[src/rtl/aw_burst_if.sv]
// aw_burst_if: start/status, B-confirm and AXI4 AW channel bundle for the write-address scheduler
interface aw_burst_if #(
  parameter int ADDR_WIDTH = 64,
  parameter int BTT_WIDTH = 23
);
  logic start;
  logic [ADDR_WIDTH-1:0] addr;
  logic [BTT_WIDTH-1:0] btt;
  logic busy;
  logic new_transaction;
  logic last_transaction;
  logic [8:0] burst_beats;
  logic transaction_confirmed;
  logic awvalid;
  logic awready;
  logic [ADDR_WIDTH-1:0] awaddr;
  logic [7:0] awlen;
  logic [2:0] awsize;
  logic [1:0] awburst;
  modport master (
    input start, addr, btt, transaction_confirmed, awready,
    output busy, new_transaction, last_transaction, burst_beats, awvalid, awaddr, awlen, awsize, awburst
  );
  modport slave (
    output start, addr, btt, transaction_confirmed, awready,
    input busy, new_transaction, last_transaction, burst_beats, awvalid, awaddr, awlen, awsize, awburst
  );
endinterface

[src/rtl/aw_burst_scheduler.sv]
// aw_burst_scheduler: splits a write into 4 KiB-safe INCR bursts on AW, capping bursts awaiting B
module aw_burst_scheduler #(
  parameter int AXI_DATA_WIDTH = 64,
  parameter int AXI_ADDR_WIDTH = 64,
  parameter int BTT_WIDTH = 23,
  parameter int MAX_BURST_LEN = 16,
  parameter int MAX_OUTSTANDING = 8
) (
  input logic clk,
  input logic rst,
  aw_burst_if.master bus
);
  localparam int LOW = $clog2(AXI_DATA_WIDTH / 8);
  localparam int BLW = BTT_WIDTH - LOW;
  localparam int OW = $clog2(MAX_OUTSTANDING + 1);
  typedef enum logic [1:0] {IDLE, CALC, ISSUE} state_t;
  state_t state;
  logic [AXI_ADDR_WIDTH-1:0] cur_addr;
  logic [BLW-1:0] beats_left;
  logic [8:0] nb;
  logic [OW-1:0] outstanding;
  logic [12:0] b4k;
  logic [12:0] cap;
  logic [8:0] nb_c;
  logic hs;
  logic dec;
  always_comb begin
    b4k = (13'h1000 - {1'b0, cur_addr[11:0]}) >> LOW;
    cap = (13'(MAX_BURST_LEN) < b4k) ? 13'(MAX_BURST_LEN) : b4k;
    nb_c = ({13'b0, beats_left} < {{BLW{1'b0}}, cap}) ? 9'(beats_left) : 9'(cap);
    hs = bus.awvalid && bus.awready;
    dec = bus.transaction_confirmed && outstanding != '0;
  end
  assign bus.awsize = 3'(LOW);
  assign bus.awburst = 2'b01;
  always_ff @(posedge clk) begin
    if (rst) begin
      state <= IDLE;
      cur_addr <= '0;
      beats_left <= '0;
      nb <= '0;
      outstanding <= '0;
      bus.busy <= 1'b0;
      bus.new_transaction <= 1'b0;
      bus.last_transaction <= 1'b0;
      bus.burst_beats <= '0;
      bus.awvalid <= 1'b0;
      bus.awaddr <= '0;
      bus.awlen <= '0;
    end else begin
      bus.new_transaction <= 1'b0;
      bus.last_transaction <= 1'b0;
      // a B response landing with an AW handshake leaves the count unchanged
      if (hs && !dec) outstanding <= outstanding + 1'b1;
      else if (dec && !hs) outstanding <= outstanding - 1'b1;
      case (state)
        IDLE: if (bus.start) begin
          cur_addr <= (bus.addr >> LOW) << LOW;
          beats_left <= BLW'(bus.btt >> LOW);
          if ((bus.btt >> LOW) != '0) begin
            state <= CALC;
            bus.busy <= 1'b1;
          end
        end
        CALC: begin
          bus.awaddr <= cur_addr;
          bus.awlen <= 8'(nb_c - 9'd1);
          nb <= nb_c;
          if (outstanding < OW'(MAX_OUTSTANDING)) begin
            state <= ISSUE;
            bus.awvalid <= 1'b1;
          end
        end
        ISSUE: if (bus.awready) begin
          bus.awvalid <= 1'b0;
          bus.new_transaction <= 1'b1;
          bus.burst_beats <= nb;
          cur_addr <= cur_addr + (AXI_ADDR_WIDTH'(nb) << LOW);
          beats_left <= beats_left - BLW'(nb);
          if (beats_left == BLW'(nb)) begin
            bus.last_transaction <= 1'b1;
            bus.busy <= 1'b0;
            state <= IDLE;
          end else begin
            state <= CALC;
          end
        end
        default: state <= IDLE;
      endcase
    end
  end
endmodule

[src/flat_wrapper.sv]
// flat-port wrapper written by rule: the top's interface ports become plain ports
module aw_burst_scheduler_flat 
#(
  parameter int AXI_DATA_WIDTH = 64,
  parameter int AXI_ADDR_WIDTH = 64,
  parameter int BTT_WIDTH = 23,
  parameter int MAX_BURST_LEN = 16,
  parameter int MAX_OUTSTANDING = 8
)
  (clk, rst, bus_start, bus_addr, bus_btt, bus_transaction_confirmed, bus_awready, bus_busy, bus_new_transaction, bus_last_transaction, bus_burst_beats, bus_awvalid, bus_awaddr, bus_awlen, bus_awsize, bus_awburst);
  aw_burst_if #(.ADDR_WIDTH(64), .BTT_WIDTH(BTT_WIDTH)) bus_i ();
  input logic clk;
  input logic rst;
  input wire logic [$bits(bus_i.start)-1:0] bus_start;
  input wire logic [$bits(bus_i.addr)-1:0] bus_addr;
  input wire logic [$bits(bus_i.btt)-1:0] bus_btt;
  input wire logic [$bits(bus_i.transaction_confirmed)-1:0] bus_transaction_confirmed;
  input wire logic [$bits(bus_i.awready)-1:0] bus_awready;
  output wire logic [$bits(bus_i.busy)-1:0] bus_busy;
  output wire logic [$bits(bus_i.new_transaction)-1:0] bus_new_transaction;
  output wire logic [$bits(bus_i.last_transaction)-1:0] bus_last_transaction;
  output wire logic [$bits(bus_i.burst_beats)-1:0] bus_burst_beats;
  output wire logic [$bits(bus_i.awvalid)-1:0] bus_awvalid;
  output wire logic [$bits(bus_i.awaddr)-1:0] bus_awaddr;
  output wire logic [$bits(bus_i.awlen)-1:0] bus_awlen;
  output wire logic [$bits(bus_i.awsize)-1:0] bus_awsize;
  output wire logic [$bits(bus_i.awburst)-1:0] bus_awburst;
  assign bus_i.start = bus_start;
  assign bus_i.addr = bus_addr;
  assign bus_i.btt = bus_btt;
  assign bus_i.transaction_confirmed = bus_transaction_confirmed;
  assign bus_i.awready = bus_awready;
  assign bus_busy = bus_i.busy;
  assign bus_new_transaction = bus_i.new_transaction;
  assign bus_last_transaction = bus_i.last_transaction;
  assign bus_burst_beats = bus_i.burst_beats;
  assign bus_awvalid = bus_i.awvalid;
  assign bus_awaddr = bus_i.awaddr;
  assign bus_awlen = bus_i.awlen;
  assign bus_awsize = bus_i.awsize;
  assign bus_awburst = bus_i.awburst;
  aw_burst_scheduler #(.AXI_DATA_WIDTH(AXI_DATA_WIDTH), .AXI_ADDR_WIDTH(AXI_ADDR_WIDTH), .BTT_WIDTH(BTT_WIDTH), .MAX_BURST_LEN(MAX_BURST_LEN), .MAX_OUTSTANDING(MAX_OUTSTANDING)) u_core (.clk(clk), .rst(rst), .bus(bus_i));
endmodule
[config.mk]
export PLATFORM = sky130hd
export DESIGN_NAME = aw_burst_scheduler_flat
export DESIGN_NICKNAME = d
export VERILOG_FILES = /design/src/rtl/aw_burst_if.sv /design/src/rtl/aw_burst_scheduler.sv /design/src/flat_wrapper.sv
export SDC_FILE = /design/constraint.sdc
export NUM_CORES = 1
export LEC_CHECK = 0
export BUFFER_PORTS_ARGS = -buffer_cell sky130_fd_sc_hd__buf_2
export CAP_MARGIN = 15
export CORE_AREA = 2 2 135 137
export CTS_CLUSTER_SIZE = 30
export DETAILED_ROUTE_END_ITERATION = 10
export DIE_AREA = 0 0 137 139
export MAX_ROUTING_LAYER = met4
export PLACE_DENSITY = 0.79
export SETUP_SLACK_MARGIN = 0.3
export SYNTH_ARGS = -nofsm -noshare
export SYNTH_HDL_FRONTEND = slang
export SYNTH_SLANG_ARGS = --single-unit
export TNS_END_PERCENT = 20
[constraint.sdc]
create_clock -name clk -period 8.4 [get_ports clk]
set_input_delay 0 -clock clk [delete_from_list [all_inputs] [get_ports clk]]
set_output_delay 0 -clock clk [all_outputs]
set_load 0.01 [all_outputs]
==> metrics.cfg <==
[cts]
cts_hold_buf=67
clock_latency_ns=0.45
clkTransAtPathRegs_ns=0.07
clockBufferDepth=2
cts_made_buffers=17
root_buffer=clkbuf_16
cts_resized=0
clkSinkCount=178
post_cts_buffers=0
h-tree-depth=4
cts_tree=yes

[floorplanning]
die_width_um=137
core_sq_um=17700
top_level_ports=182
std_cell_rows=49
die_y_um=139
die-area_sq_um=19000
initial_core_util=0.541

[routing]
wl_um=30000
drc_errors=0
first_pass_iters=6
viasPerCell=6.08
drtIter0Drc=1030
num_vias=10300
wl_per_cell_um=17.8
antenna_left=0

[final_layout]
drive_gt1_frac=0.162
fillCellCount=1527
final_common_cell=nand2_1
nets=1573
syn_to_final_growth_pct=23.7
final_cell_mix=209 x nand2_1, 177 x dfxtp_1, 166 x buf_2
n_antenna_cell=0
final_cells=1688

[placement]
hpwl_um=19700
port_buffers=167
dpl.cell_count=1589
routabilityCongestion=0.944
dp_slack_ns=3.90

[power_and_ir_drop]
p_leak_nw=4.70
totalPowerFinal_mw=2.80
power_density_nw_per_um2=237
ir_worst_vdd_v=0.000156

[yosys]
yosys_register_bits=178
ys_warn_count=0
async_reset_ff_frac=0
synth_cell_types=68
yosys-top-cells-area=dfxtp_1 37%, nand2_1 8.3%, a21oi_1 7.3%, nor2_1 5.3%, ha_1 4.2%
synthFlopType=dfxtp_1
synth.top_cell.area_share=0.373
yosys.area.top_type=dfxtp_1
ys_seq_area_frac=0.373
syn-instance-count=1260
syn_area_per_cell_sq_um=7.57
syn_area_sq_um=9540
synth_edf_count=0

[sta]
fin_crit_sh=0.549
fin_crit_ns=4.61
fin_setup_tns_ns=0
tightest_slew_ns=1.06
drv_slew=0
timing.fmax_mhz=217
worst_slack_ns=3.79
grt_setup_unrepaired=no
holdWs_ns=0.00392
setup_viol=0
hold_viol=0
skew_ns=0.0139
max_slew_margin=0.294

[critical_path]
cpMaxStageDelayCell=or4_1
path_max_fanout=14
cpPeakStageDelay_ns=0.58
cp.arrival_ns=4.98
worst_setup_path_start_kind=flop
critPathRequiredTime_ns=8.77
crit_path_end_kind=flop
crit_type=flop to flop
worstPathCellList=or4_1 > or3_1 > a211o_1 > or3_4 > ha_1 > a211o_1 > nor3_1 > and4_1 > o21a_1 > nor2_1 > a21oi_1 > ha_1 > nand2_1 > o21ai_0 > o22ai_1 > a21oi_2

[run_status]
status=finished clean

[min_path]
hp-class=input port to flop

[grt]
grt_pass1_wl_um=48500
grt_max_degree=100
grt-ovfl-total=0
antenna_found_initial=0
grtUsageTotal=0.326
grt_pass1_vias=9649

[run]
maxCapViolations=0

-- logic make-up (layout without fill, tap and decap cells) --
group	count (synthesis)	after routing	synth area share
buffers and inverters	127	315	0.0531
XOR/XNOR	16	16	0.0147
multiplexers	14	14	0.0153
other	2	13	0.000787
adder cells (fa/ha/maj)	35	35	0.0482
AND/OR/NAND/NOR	552	552	0.267
flip-flops	178	178	0.373
AO/OA/AOI/OAI	336	336	0.228
-- critical path, delay by kind of cell (launching register included) --
family | cells | cell delay (ns)
simple gates | 7 | 1.86
compound gates | 7 | 1.80
flops | 1 | 0.40
fa+ha+maj | 2 | 0.47
-- state kept, by name, summed over array words and instances (netlist names), 2 cells and up --
name                    count
u_core.bus.awlen            8
u_core.cur_addr            61
u_core.bus.burst_beats      9
u_core.state                2
u_core.outstanding          4
u_core.bus.awaddr          61
u_core.nb                   9
u_core.beats_left          20
-- metal layers --
metal | track usage | wire, um | up-vias
met4 | 0.105 | 682 | 0
met1 | 0.431 | 13200 | 4815
li1 | - | - | 4901
met5 | - | 0 | -
met2 | 0.503 | 13900 | 477
met3 | 0.0577 | 2240 | 65
-- area by class of cell --
| cell class | instances | area [sq um] | area share |
|---|---|---|---|
| Inverter | 37 | 139 | 0.0118 |
| Tap cell | 229 | 287 | 0.0243 |
| Timing Repair Buffer | 246 | 1600 | 0.135 |
| Sequential cell | 178 | 3560 | 0.302 |
| Clock buffer | 18 | 439 | 0.0372 |
| Multi-Input combinational cell | 966 | 5540 | 0.469 |
| Clock inverter | 14 | 241 | 0.0205 |
-- stage by stage --
stage | utilization | instance area, sq um
after floorplan | - | 9590
after global placement | 0.592 | 10500
after detailed placement | 0.592 | 10500
after CTS | 0.669 | 11800
after global routing | 0.669 | 11800
final | 0.669 | 11800
-- cells in the mapped netlist (5+ instances only) --
library cell,number
inv_1,36
and2_1,5
nand4_1,21
clkbuf_1,73
and4_1,11
o22ai_1,10
nor2b_1,8
a311o_1,8
a311oi_1,14
xor2_1,5
xnor2_1,11
a2111oi_0,10
or3_1,16
o211ai_1,6
nor3_1,51
a211oi_1,36
nor2_1,136
mux2i_1,12
nand3_1,28
and3_1,16
o21a_1,8
ha_1,32
a31o_2,6
dfxtp_1,178
a21o_1,5
o21ai_0,40
nor4_1,26
buf_1,9
o31ai_1,5
nand2b_1,7
o221ai_1,9
a21oi_1,139
nand2_1,210
a221oi_1,6
buf_4,8
a211o_1,5
-- final timing paths --
check | from | endpoint | slack (ns) | depth (start not counted)
setup / recovery | u_core.cur_addr[3] | u_core.bus.awlen[4] | 3.79 | 16
hold / removal | bus_btt[21] | u_core.beats_left[18] | 0.004 | 3
setup reg to reg | u_core.cur_addr[3] | u_core.bus.awlen[4] | 3.79 | 16
hold reg to reg | u_core.bus.awlen[2] | u_core.bus.awlen[2] | 0.45 | 2
-- where the power goes --
part	internal [mW]	switching (mW)	total, mW
clock network	0.548	0.374	0.922
registers	0.953	0.130	1.08
logic	0.315	0.481	0.796
total	1.82	0.985	2.80
Power figures use the tool's default switching activity.
